$ cat src/rtl/ring_pkg.sv
// Shared definitions for the gold ring gather agent: packet field
// positions, sticky error bit indices, agent FSM states and the
// minimal-route helper used to build packet headers.
package ring_pkg;

    localparam int VC_BIT  = 63;
    localparam int DIR_BIT = 62;
    localparam int HOP_MSB = 55;
    localparam int HOP_LSB = 48;
    localparam int SRC_MSB = 47;
    localparam int SRC_LSB = 32;

    localparam int ERR_TX_TIMEOUT = 0;
    localparam int ERR_MISSING    = 1;
    localparam int ERR_UNEXPECTED = 2;
    localparam int ERR_DUPLICATE  = 3;

    typedef enum logic [1:0] {
        ST_IDLE   = 2'd0,
        ST_INJECT = 2'd1,
        ST_HOLD   = 2'd2,
        ST_DONE   = 2'd3
    } state_t;

    // Returns {dir, hop[7:0]}. dir 0 walks towards increasing ids; a tie
    // between both directions resolves to dir 0. Hop is thermometer coded.
    function automatic logic [8:0] ring_route(
        input logic [3:0] src,
        input logic [3:0] dst,
        input logic [4:0] n
    );
        logic [4:0] fwd;
        logic [4:0] bwd;
        logic [4:0] d;
        logic       dir;
        logic [8:0] ones;
        if (dst >= src)
            fwd = {1'b0, dst} - {1'b0, src};
        else
            fwd = {1'b0, dst} + n - {1'b0, src};
        bwd = n - fwd;
        if (fwd <= bwd) begin
            dir = 1'b0;
            d   = fwd;
        end else begin
            dir = 1'b1;
            d   = bwd;
        end
        ones = (9'd1 << d) - 9'd1;
        return {dir, ones[7:0]};
    endfunction

endpackage

$ cat src/rtl/gather_rx_checker.sv
// Root-side delivery checker: tracks which sources delivered this phase,
// counts accepted packets and raises sticky missing/unexpected/duplicate.
// Ports: clk, reset; i_clear (sequence start), i_phase_end (last window
// cycle), i_busy, i_phase, i_round, i_valid/i_data (delivered packet);
// o_rx_total, o_err_miss, o_err_unexp, o_err_dup.
module gather_rx_checker
    import ring_pkg::*;
#(
    parameter int NUM_NODES = 4,
    parameter int NODE_ID   = 0
) (
    input  logic        clk,
    input  logic        reset,
    input  logic        i_clear,
    input  logic        i_phase_end,
    input  logic        i_busy,
    input  logic [3:0]  i_phase,
    input  logic [7:0]  i_round,
    input  logic        i_valid,
    input  logic [63:0] i_data,
    output logic [15:0] o_rx_total,
    output logic        o_err_miss,
    output logic        o_err_unexp,
    output logic        o_err_dup
);

    localparam logic [15:0] EXP_MASK = 16'(((32'd1 << NUM_NODES) - 32'd1)
                                           & ~(32'd1 << NODE_ID));

    logic [15:0] r_bitmap;
    logic [15:0] r_rx_total;
    logic        r_miss;
    logic        r_unexp;
    logic        r_dup;

    logic [15:0] w_src;
    logic [3:0]  w_pph;
    logic [7:0]  w_prd;
    logic        w_accept;
    logic [15:0] w_bit;
    logic        w_seen;
    logic        w_dup;
    logic        w_new;
    logic [15:0] w_bitmap_nxt;
    logic        w_unused_data;

    assign w_src = i_data[SRC_MSB:SRC_LSB];
    assign w_pph = i_data[3:0];
    assign w_prd = i_data[23:16];
    assign w_unused_data = ^{i_data[63:48], i_data[31:24], i_data[15:4]};

    assign w_accept = i_busy
                   && (w_pph == i_phase)
                   && (w_prd == i_round)
                   && (i_phase == 4'(NODE_ID))
                   && (w_src < 16'(NUM_NODES))
                   && (w_src != 16'(NODE_ID));

    assign w_bit  = 16'd1 << w_src[3:0];
    assign w_seen = |(r_bitmap & w_bit);
    assign w_dup  = i_valid && w_accept && w_seen;
    assign w_new  = i_valid && w_accept && !w_seen;

    // A delivery in the final window cycle must count toward completeness.
    assign w_bitmap_nxt = w_new ? (r_bitmap | w_bit) : r_bitmap;

    always_ff @(posedge clk) begin
        if (reset || i_clear) begin
            r_bitmap   <= '0;
            r_rx_total <= '0;
            r_miss     <= 1'b0;
            r_unexp    <= 1'b0;
            r_dup      <= 1'b0;
        end else begin
            if (i_valid && !w_accept)
                r_unexp <= 1'b1;
            if (w_dup)
                r_dup <= 1'b1;
            if (w_new && (r_rx_total != 16'hFFFF))
                r_rx_total <= r_rx_total + 16'd1;
            if (i_phase_end) begin
                if ((i_phase == 4'(NODE_ID))
                    && ((w_bitmap_nxt & EXP_MASK) != EXP_MASK))
                    r_miss <= 1'b1;
                r_bitmap <= '0;
            end else begin
                r_bitmap <= w_bitmap_nxt;
            end
        end
    end

    assign o_rx_total  = r_rx_total;
    assign o_err_miss  = r_miss;
    assign o_err_unexp = r_unexp;
    assign o_err_dup   = r_dup;

endmodule

$ cat src/rtl/ring_gather_agent.sv
// Per-node all-to-root gather sequencer for the gold ring PE port.
// Ports: clk, reset, polarity, start; PE send pesi/pedi/peri; PE receive
// peso/pedo/pero; status phase, round, busy, done, rx_total, err_code,
// cycle_count.
module ring_gather_agent
    import ring_pkg::*;
#(
    parameter int NUM_NODES    = 4,
    parameter int NODE_ID      = 0,
    parameter int NUM_ROUNDS   = 8,
    parameter int PHASE_CYCLES = 10,
    parameter bit INJ_POLARITY = 1'b0
) (
    input  logic        clk,
    input  logic        reset,
    input  logic        polarity,
    input  logic        start,
    input  logic        peri,
    output logic        pesi,
    output logic [63:0] pedi,
    output logic        pero,
    input  logic        peso,
    input  logic [63:0] pedo,
    output logic [3:0]  phase,
    output logic [7:0]  round,
    output logic        busy,
    output logic        done,
    output logic [15:0] rx_total,
    output logic [3:0]  err_code,
    output logic [31:0] cycle_count
);

    localparam logic [15:0] WIN_LAST   = 16'(PHASE_CYCLES - 1);
    localparam logic [3:0]  LAST_PHASE = 4'(NUM_NODES - 1);
    localparam logic [7:0]  LAST_ROUND = 8'(NUM_ROUNDS - 1);

    state_t      r_state;
    state_t      w_state_nxt;
    logic [3:0]  r_phase;
    logic [7:0]  r_round;
    logic [15:0] r_win;
    logic        r_busy;
    logic        r_done;
    logic        r_built;
    logic [63:0] r_pedi;
    logic        r_err_to;
    logic [31:0] r_cycles;

    logic        w_is_root;
    logic        w_pesi;
    logic        w_fire;
    logic        w_start;
    logic        w_win_end;
    logic        w_last;
    logic [8:0]  w_route;
    logic [63:0] w_pkt;
    logic        w_pero;
    logic        w_miss;
    logic        w_unexp;
    logic        w_dup;

    assign w_is_root = (r_phase == 4'(NODE_ID));
    assign w_start   = start && ((r_state == ST_IDLE) || (r_state == ST_DONE));
    assign w_win_end = r_busy && (r_win == WIN_LAST);
    assign w_last    = (r_phase == LAST_PHASE) && (r_round == LAST_ROUND);
    assign w_route   = ring_route(4'(NODE_ID), r_phase, 5'(NUM_NODES));

    // pesi follows polarity combinationally so it is only offered in
    // matching-polarity cycles; gating with reset keeps it 0 at reset.
    assign w_pesi = (r_state == ST_INJECT) && r_built
                 && (polarity == INJ_POLARITY) && !reset;
    assign w_fire = w_pesi && peri;
    assign w_pero = !reset;

    always_comb begin
        w_pkt = '0;
        w_pkt[VC_BIT]          = INJ_POLARITY;
        w_pkt[DIR_BIT]         = w_route[8];
        w_pkt[HOP_MSB:HOP_LSB] = w_route[7:0];
        w_pkt[SRC_MSB:SRC_LSB] = 16'(NODE_ID);
        w_pkt[23:16]           = r_round;
        w_pkt[3:0]             = r_phase;
    end

    always_ff @(posedge clk) begin
        if (reset)
            r_state <= ST_IDLE;
        else
            r_state <= w_state_nxt;
    end

    always_comb begin
        w_state_nxt = r_state;
        unique case (r_state)
            ST_IDLE, ST_DONE: begin
                if (w_start)
                    w_state_nxt = ST_INJECT;
            end
            ST_INJECT: begin
                if (w_win_end)
                    w_state_nxt = w_last ? ST_DONE : ST_INJECT;
                else if (w_is_root || w_fire)
                    w_state_nxt = ST_HOLD;
            end
            ST_HOLD: begin
                if (w_win_end)
                    w_state_nxt = w_last ? ST_DONE : ST_INJECT;
            end
            default: w_state_nxt = ST_IDLE;
        endcase
    end

    always_ff @(posedge clk) begin
        if (reset) begin
            r_phase  <= '0;
            r_round  <= '0;
            r_win    <= '0;
            r_busy   <= 1'b0;
            r_done   <= 1'b0;
            r_built  <= 1'b0;
            r_pedi   <= '0;
            r_err_to <= 1'b0;
            r_cycles <= '0;
        end else begin
            r_cycles <= r_cycles + 32'd1;
            if (w_start) begin
                r_phase  <= '0;
                r_round  <= '0;
                r_win    <= '0;
                r_busy   <= 1'b1;
                r_done   <= 1'b0;
                r_built  <= 1'b0;
                r_err_to <= 1'b0;
            end else if (r_busy) begin
                if (w_win_end) begin
                    r_win   <= '0;
                    r_built <= 1'b0;
                    // A handshake landing on the last cycle still counts.
                    if ((r_state == ST_INJECT) && !w_fire)
                        r_err_to <= 1'b1;
                    if (r_phase == LAST_PHASE) begin
                        r_phase <= '0;
                        if (r_round == LAST_ROUND) begin
                            r_busy <= 1'b0;
                            r_done <= 1'b1;
                        end else begin
                            r_round <= r_round + 8'd1;
                        end
                    end else begin
                        r_phase <= r_phase + 4'd1;
                    end
                end else begin
                    r_win <= r_win + 16'd1;
                    if ((r_state == ST_INJECT) && !r_built && !w_is_root) begin
                        r_pedi  <= w_pkt;
                        r_built <= 1'b1;
                    end
                end
            end
        end
    end

    gather_rx_checker #(
        .NUM_NODES (NUM_NODES),
        .NODE_ID   (NODE_ID)
    ) u_rx (
        .clk         (clk),
        .reset       (reset),
        .i_clear     (w_start),
        .i_phase_end (w_win_end),
        .i_busy      (r_busy),
        .i_phase     (r_phase),
        .i_round     (r_round),
        .i_valid     (peso && w_pero),
        .i_data      (pedo),
        .o_rx_total  (rx_total),
        .o_err_miss  (w_miss),
        .o_err_unexp (w_unexp),
        .o_err_dup   (w_dup)
    );

    always_comb begin
        err_code                 = '0;
        err_code[ERR_TX_TIMEOUT] = r_err_to;
        err_code[ERR_MISSING]    = w_miss;
        err_code[ERR_UNEXPECTED] = w_unexp;
        err_code[ERR_DUPLICATE]  = w_dup;
    end

    assign pesi        = w_pesi;
    assign pedi        = r_pedi;
    assign pero        = w_pero;
    assign phase       = r_phase;
    assign round       = r_round;
    assign busy        = r_busy;
    assign done        = r_done;
    assign cycle_count = r_cycles;

endmodule

$ cat config.mk
export PLATFORM = sky130hd
export DESIGN_NAME = ring_gather_agent
export DESIGN_NICKNAME = d
export VERILOG_FILES = /design/src/rtl/ring_pkg.sv /design/src/rtl/gather_rx_checker.sv /design/src/rtl/ring_gather_agent.sv
export SDC_FILE = /design/constraint.sdc
export NUM_CORES = 1
export LEC_CHECK = 0
export CAP_MARGIN = 20
export CORE_ASPECT_RATIO = 1.1
export CORE_MARGIN = 2
export CORE_UTILIZATION = 45
export CTS_CLUSTER_DIAMETER = 50
export CTS_CLUSTER_SIZE = 16
export DETAILED_ROUTE_END_ITERATION = 8
export PLACE_DENSITY_LB_ADDON = 0.2
export SLEW_MARGIN = 5
export SYNTH_ARGS = -nofsm -noshare
export SYNTH_HDL_FRONTEND = slang
export SYNTH_SLANG_ARGS = --single-unit
$ cat constraint.sdc
create_clock -name clk -period 4.9 [get_ports clk]
set_input_delay 0.98 -clock clk [delete_from_list [all_inputs] [get_ports clk]]
set_output_delay 0.98 -clock clk [all_outputs]
set_load 0.1 [all_outputs]
==> results.md <==
* Status: finished clean
* Initial antenna violation count at 0
* EDFF count, synth at 0
* #FFs+latches synth at roughly 120
* Max frequency at between 200 and 300 MHz
* Longest Clk Path Bufs at 2
* CP peak stage delay at about 0.93 ns
* I/O Pins at slightly above 200
* Floorplan core area at ~14,000 um^2
* Post-synth cell types at 63
* Starting density of the core at between 40% and 50%
* Internal power at 1830 uW
* Detail Route Antenna Nets at 0
* First-pass GRT wire length at between 20,000 and 25,000 um
* Worst Setup SP: pedo[46]
* Worst min-delay path startpoint: pedi[62]
* Worst setup EP type: flip-flop
* Maximum vdd drop at 230 uV
* Family with the most delay on the worst path: simple AND/OR/NAND/NOR gates
* Buffers added on ports at 122
* Placed cell count at roughly 1,000
* Detail-routed via count per cell at 5.32
* DP Wirelength at ~11,000 um
* Worst-path clk slew at 0.05 ns
* Fin nets at roughly 940
* Power per cell area at between 300 and 400 nW/um^2
* Fin Hold WS at about 0.45 ns
* Remaining DRCs at 0
* Seq pwr share at 40.4%
* Wirelength per Cell at 14.7 um
* Ys flop type: dfxtp_1
* Met2 Routed Length at 7570 um
* Clock skew at approximately 0.0087 ns
* Rows at 45
* Post-route cell area at 7960 um^2
* Final worst path period need at around 3.8 ns
* DP Area at 7390 um^2
* Largest net degree at the start of global routing at 31
* Switching share of power at between 20% and 30%
* Routed met3 length at about 760 um
* CP Cell Sequence: clkdlybuf4s50_1, nor4_1, and4_1, nand4_1, or4b_1, or4_1, a21oi_1
* Pleak at roughly 0.003 uW
* CP max stage cell: or4b_1
* Clock Tree Root: clkbuf_16
* 1st-iter DRT viols at between 200 and 300
* Clk sink count at about 120
* Clock network power share at approximately 45%
* Rel. slew slack at between 30% and 40%
* Total Power at 2540 uW
* Endpoints failing setup at 0
* Total routed wirelength at ~15,000 um
* Max Fanout on Critical Path at 28
* Crit path buffers/inverters at 1
* Layout cells sized above 1 at 4.64%
* Average cell area after synthesis at between 8 and 9 um^2
* Sequential area share after synthesis at about two fifths
* Startpoint types: input port
* H-tree depth at 4
* All-Layer GR Usage at 20.3%
* Worst skew pair latency at 0.41 ns
* Synth Cell Area at 6370 um^2
* DRT Pass-1 Iters at 5
* Number of buffers created by CTS at 17
* Setup TNS at 0 ns
* Period utilisation layout at between 70% and 80%
* Synth warnings at 0
* Async SR Flop Fraction at 0%
* Die H at 129 um
* Vias post-DR at 5,590
* Hold Fails Final Rpt at 0
* Routability Congestion at roughly 0.84
* TritonCTS clock tree: built
* Comb pwr share at 14.8%
* Post-CTS Hold Buffers at 0
* FILL cells at approximately 1,300
* Synth-to-layout area growth at 24.8%
* Fin cells at roughly 1,100
* Post-cts sizing count at 0
* WP data arrival at just over 4 ns
* Class of the worst hold path: reg -> reg
* Critical path class: in -> reg
* Net Switching at between 700 and 800 uW
* DRT met1 WL at 6790 um
* Die width at 117 um
* GRT overflow at 0
* Number of global-route vias before repair at ~5,200
* Cells after synthesis at between 700 and 800
* Reg2reg start: phase[1]
* Worst Tran Pin Value at 1.03 ns
* Top Layer Used: met4
* Post-CTS Setup Bufs at 0
* Antenna Cells at 0
* WP data required at 5.24 ns
* Die area at 15,100 um^2
* Slew Limit Fails at 0
* Unrepaired setup endpoints after global routing: false
* Max cap viols at 0
through the flow:
step | setup slack, ns | util [%]
6_report | 1.13 | 57.4
5_1_grt | 0.975 | 57.4
4_1_cts | 1.08 | 57.2
3_5_place_dp | 0.663 | 53.4
3_3_place_gp | 0.709 | 53.4
2_1_floorplan | 1.39 | -
synthesized netlist by cell type, types with 2 or more instances:
| cell type | count | area, um^2 |
|---|---|---|
| a211oi_1 | 4 | 30.0 |
| nand4_1 | 28 | 175 |
| or3_1 | 9 | 56.3 |
| o31ai_1 | 13 | 97.6 |
| nor3b_1 | 3 | 22.5 |
| o21a_1 | 2 | 15.0 |
| nor4b_1 | 3 | 26.3 |
| ha_1 | 14 | 175 |
| nand2b_1 | 5 | 31.3 |
| and3_1 | 33 | 206 |
| o221ai_1 | 2 | 17.5 |
| or4_1 | 13 | 97.6 |
| buf_1 | 2 | 7.51 |
| buf_2 | 2 | 10.0 |
| a41oi_1 | 3 | 26.3 |
| nor2_1 | 75 | 282 |
| and4_1 | 12 | 105 |
| o21ai_0 | 16 | 80.1 |
| dfxtp_1 | 122 | 2440 |
| xnor2_1 | 20 | 175 |
| nand2_1 | 63 | 236 |
| xor2_1 | 40 | 350 |
| mux2i_1 | 6 | 60.1 |
| a21oi_1 | 48 | 240 |
| a21o_1 | 2 | 15.0 |
| and3b_1 | 2 | 17.5 |
| a31oi_1 | 10 | 62.6 |
| nor3_1 | 13 | 65.1 |
| nor4_1 | 7 | 43.8 |
| o22ai_1 | 2 | 12.5 |
| buf_6 | 2 | 22.5 |
| and2_1 | 3 | 18.8 |
| o211ai_1 | 3 | 22.5 |
| nor2b_1 | 5 | 31.3 |
| mux2_2 | 4 | 45.0 |
| inv_1 | 16 | 60.1 |
| nand3_1 | 40 | 200 |
| buf_4 | 60 | 450 |
| clkbuf_1 | 33 | 124 |
layer usage:
metal,track usage (%),vias to the layer above
met5,0,-
met1,25.1,2638
met2,34.2,148
met4,8.08,0
met3,4.96,24
li1,-,2780
sequential cells by signal, indices dropped and copies added, names as in the netlist, 2 cells and up:
register,count
cycle_count,32
pedi,21
phase,4
r_state,2
r_win,16
round,8
u_rx.o_rx_total,16
u_rx.r_bitmap,16
final cells by class:
cell class / instances / area [um^2] / share of cell area (%)
well taps: 188 / 235 / 2.96
multi-input cells: 569 / 3410 / 42.9
inverters: 16 / 60.1 / 0.755
clock buffers: 25 / 495 / 6.23
repair buffers: 127 / 1270 / 15.9
flip-flops and latches: 122 / 2440 / 30.7
clock inverters: 3 / 40.0 / 0.503
final timing paths:
check | endpoint | slack, ns | depth (start not counted)
setup / recovery | u_rx.o_rx_total[7] | 1.13 | 7
hold / removal | pedi[62] | 0.45 | 2
setup reg to reg | u_rx.o_rx_total[7] | 1.34 | 8
hold reg to reg | pedi[62] | 0.45 | 2
kinds of logic (layout without fill, tap and decap cells):
| family | count (synthesis) | after routing | synth area share [%] |
|---|---|---|---|
| adders and majority gates | 14 | 14 | 2.75 |
| AOI/OAI and AO/OA | 118 | 118 | 11.5 |
| DFF | 122 | 122 | 38.3 |
| xor gates and xnor gates | 60 | 60 | 8.25 |
| and+or+nand+nor | 323 | 323 | 26.7 |
| other | 1 | 43 | 0.0588 |
| buffers and inverters | 115 | 171 | 10.6 |
| muxes | 11 | 11 | 1.83 |
layout by cell type (no fill, tap or decap), types with 3 or more instances in the layout:
cell type and count:
o31ai_1 13, nor2_1 75, and3_1 33, or4_1 13, nand2_1 63, nor2b_1 5
clkdlybuf4s50_1 119, or3_1 9, a41oi_1 3, inv_1 16, nor4b_1 3, o21ai_0 16
nor3b_1 3, a21oi_1 48, mux2i_1 6, nand3_1 40, and2_1 3, nand2b_1 5
clkbuf_1 4, a31oi_1 10, ha_1 14, a211oi_1 4, o211ai_1 3, clkbuf_16 17
mux2_2 4, xnor2_1 20, clkbuf_8 4, nor4_1 7, nor3_1 13, dfxtp_1 122
and4_1 12, conb_1 43, nand4_1 28, buf_4 6, xor2_1 40
worst reg2reg max path, stage by stage (launching register included):
cell	delay, ns
dfxtp_1	0.46
inv_1	0.18
ha_1	0.37
nor3b_4	0.31
nand4_1	0.12
or3_1	0.43
or4b_1	0.87
or4_1	0.63
a21oi_1	0.14
power groups by stage:
stage          sequential (uW)  combinational [uW]  clock (uW)
2_1_floorplan             1070                 297           0
3_3_place_gp              1040                 357           0
3_5_place_dp              1050                 365           0
4_1_cts                   1030                 364        1160
5_1_grt                   1030                 397        1210
6_report                  1030                 376        1140
Power figures use the tool's default switching activity.
==> variant (config.mk and constraints unchanged) <==
Re-encode `state_t` (4 states) as one-hot, 4 bits wide.
--- a/src/rtl/ring_pkg.sv
+++ b/src/rtl/ring_pkg.sv
@@ -15,11 +15,11 @@
     localparam int ERR_UNEXPECTED = 2;
     localparam int ERR_DUPLICATE  = 3;
 
-    typedef enum logic [1:0] {
-        ST_IDLE   = 2'd0,
-        ST_INJECT = 2'd1,
-        ST_HOLD   = 2'd2,
-        ST_DONE   = 2'd3
+    typedef enum logic [3:0] {
+        ST_IDLE   = 4'b0001,
+        ST_INJECT = 4'b0010,
+        ST_HOLD   = 4'b0100,
+        ST_DONE   = 4'b1000
     } state_t;
 
     // Returns {dir, hop[7:0]}. dir 0 walks towards increasing ids; a tie
Check against the original RTL: no difference found for any inputs over 4 cycles, from zero or initial values and one cycle with reset high; so few cycles prove little.
==> variant against the unedited design <==
Die area down 1.1%. Sequential share of layout area up 0.33 points. Setup slack better by 0.12 ns. Maximum frequency up 3.2%. Clock power up 18%. Critical path type unchanged. Power up 4.8%. Register-to-register slack worse by 0.07 ns. Sequential cell count up 2. Critical path depth up 1. Wire length down 6.6%. Area after synthesis down 1.1%. Clock skew down 0.0014 ns. Largest cell class unchanged. Design area up 0.57%.
==> variant: results (changes against the unedited design) <==
clock-pin slew on the worst setup and hold paths=0.05 ns (about the same); most common library cells after synthesis=124 x dfxtp_1, 101 x nor2_1, 73 x nand2_1; GRT Overall Usage=0.197 (-0.00513); DP Cell Count=1012 (-0.88%); Antenna diodes=0 (unchanged); Met1 Wirelength=6.28 mm (-7.5%); Seq/Total Area, Yosys=0.394 (+0.0106); metal3 WL=922 µm (+21%); DRC marker count from the first detailed-route iteration=381 (+32%); Worst VDD drop=0.000214 V (-7.0%); Post-Synth XOR/XNOR Area=0.101 (+0.0190); Worst EP arrival=3.96 ns (-0.15 ns); status=complete, no violations; CP peak stage delay=0.71 ns (-0.22 ns); metal2 WL=6.88 mm (-9.0%); synthesized instance count=747 (-2.2%); port buffer count=122 (unchanged); NumNets Final=923 (-1.5%); WL per Instance=13.8 µm (-6.0%); post-DP HPWL=10.2 mm (-8.6%); Hold Crit Class=reg -> reg; critical-path maximum fanout=10 (-64%); Leakage=2.94 nW (+0.51%); global-route wire length before repair=23.5 mm (-5.9%); share of cells above drive strength 1=0.0702 (+0.0238); internal power=0.00198 W (+8.2%); Synth area leaders=dfxtp_1 39%, buf_4 7.0%, nor2_1 6.0%; CTS Root Cell=clkbuf_16; vias in the first global route=4932 (-5.3%); largest net degree at the start of global routing=59 (+90%); Compound-Gate Fraction of Synth Area=0.0871 (-0.0283); Setup WS pre-CTS=0.799 ns (+0.136 ns); # H-tree levels=4 (unchanged); Slew headroom=0.303 (-0.00530); post-synthesis mux area share=0.0185 (+0.000203); vias=5262 (-5.9%); fillers=1238 (-4.8%); post-synthesis adder-cell area fraction=0.0198 (-0.00763); slowest CP cell=clkdlybuf4s50_1; routed vias/inst=5.05 (-5.2%); clock skew=0.00735 ns (-0.00139 ns); GP Congestion=0.861 (+2.2%)
[variant: cell count changes after synthesis, moves of 7 or more]
cell | before | now
a21oi_1 | 48 | 39
nand4_1 | 28 | 19
nand2_1 | 63 | 73
nor2_1 | 75 | 101
o31ai_1 | 13 | 0
and4_1 | 12 | 5
or4_1 | 13 | 1
xnor2_1 | 20 | 31
[variant: layout make-up]
cell class	instances	area share
repair buffers	130	0.159
inverters	11	0.00516
clock inverters	8	0.0206
flip-flops and latches	124	0.310
clock buffers	23	0.0572
well taps	188	0.0294
multi-input cells	559	0.418
[variant: worst max-delay path: cells and delay by family]
family | cells | cell delay, ns
buf+inv | 1 | 0.71
compound gates | 5 | 1.43
simple gates | 1 | 0.46
mux | 1 | 0.38
[variant: cell families after synthesis]
kind of cell | after synthesis
flops | 124
buf+inv | 106
other cells | 1
xor+xnor | 73
fa+ha+maj | 10
mux | 11
compound gates | 85
simple gates | 337
[variant: metal layers]
metal | global-route usage | vias to the layer above
met2 | 0.322 | 153
met3 | 0.0629 | 26
met1 | 0.242 | 2432
li1 | - | 2651
met5 | 0 | -
met4 | 0.0761 | 0
[variant: final timing paths]
path              slack, ns  cells past startpoint  startpoint                  end
setup / recovery       1.25                      8    pedo[35]  u_rx.o_rx_total[13]
hold / removal         0.46                      2    pedi[17]             pedi[17]
setup reg to reg       1.27                      9    phase[1]  u_rx.o_rx_total[13]
hold reg to reg        0.46                      2    pedi[17]             pedi[17]
[variant: through the flow]
step / power (W) / area (µm²) / util
3_3_place_gp: 0.00134 / 7380 / 0.537
6_report: 0.00266 / 8000 / 0.582
3_5_place_dp: 0.00134 / 7380 / 0.537
5_1_grt: 0.00274 / 8000 / 0.582
4_1_cts: 0.00268 / 8000 / 0.582
2_1_floorplan: 0.00131 / 6460 / -
[variant: power by group through the flow]
stage               combinational, W  sequential (W)  clock (W)
global placement            0.000289         0.00105          0
global route                0.000307         0.00103    0.00141
detailed placement          0.000291         0.00105          0
floorplan                   0.000243         0.00107          0
CTS                         0.000292         0.00103    0.00136
finish                      0.000293         0.00103    0.00134
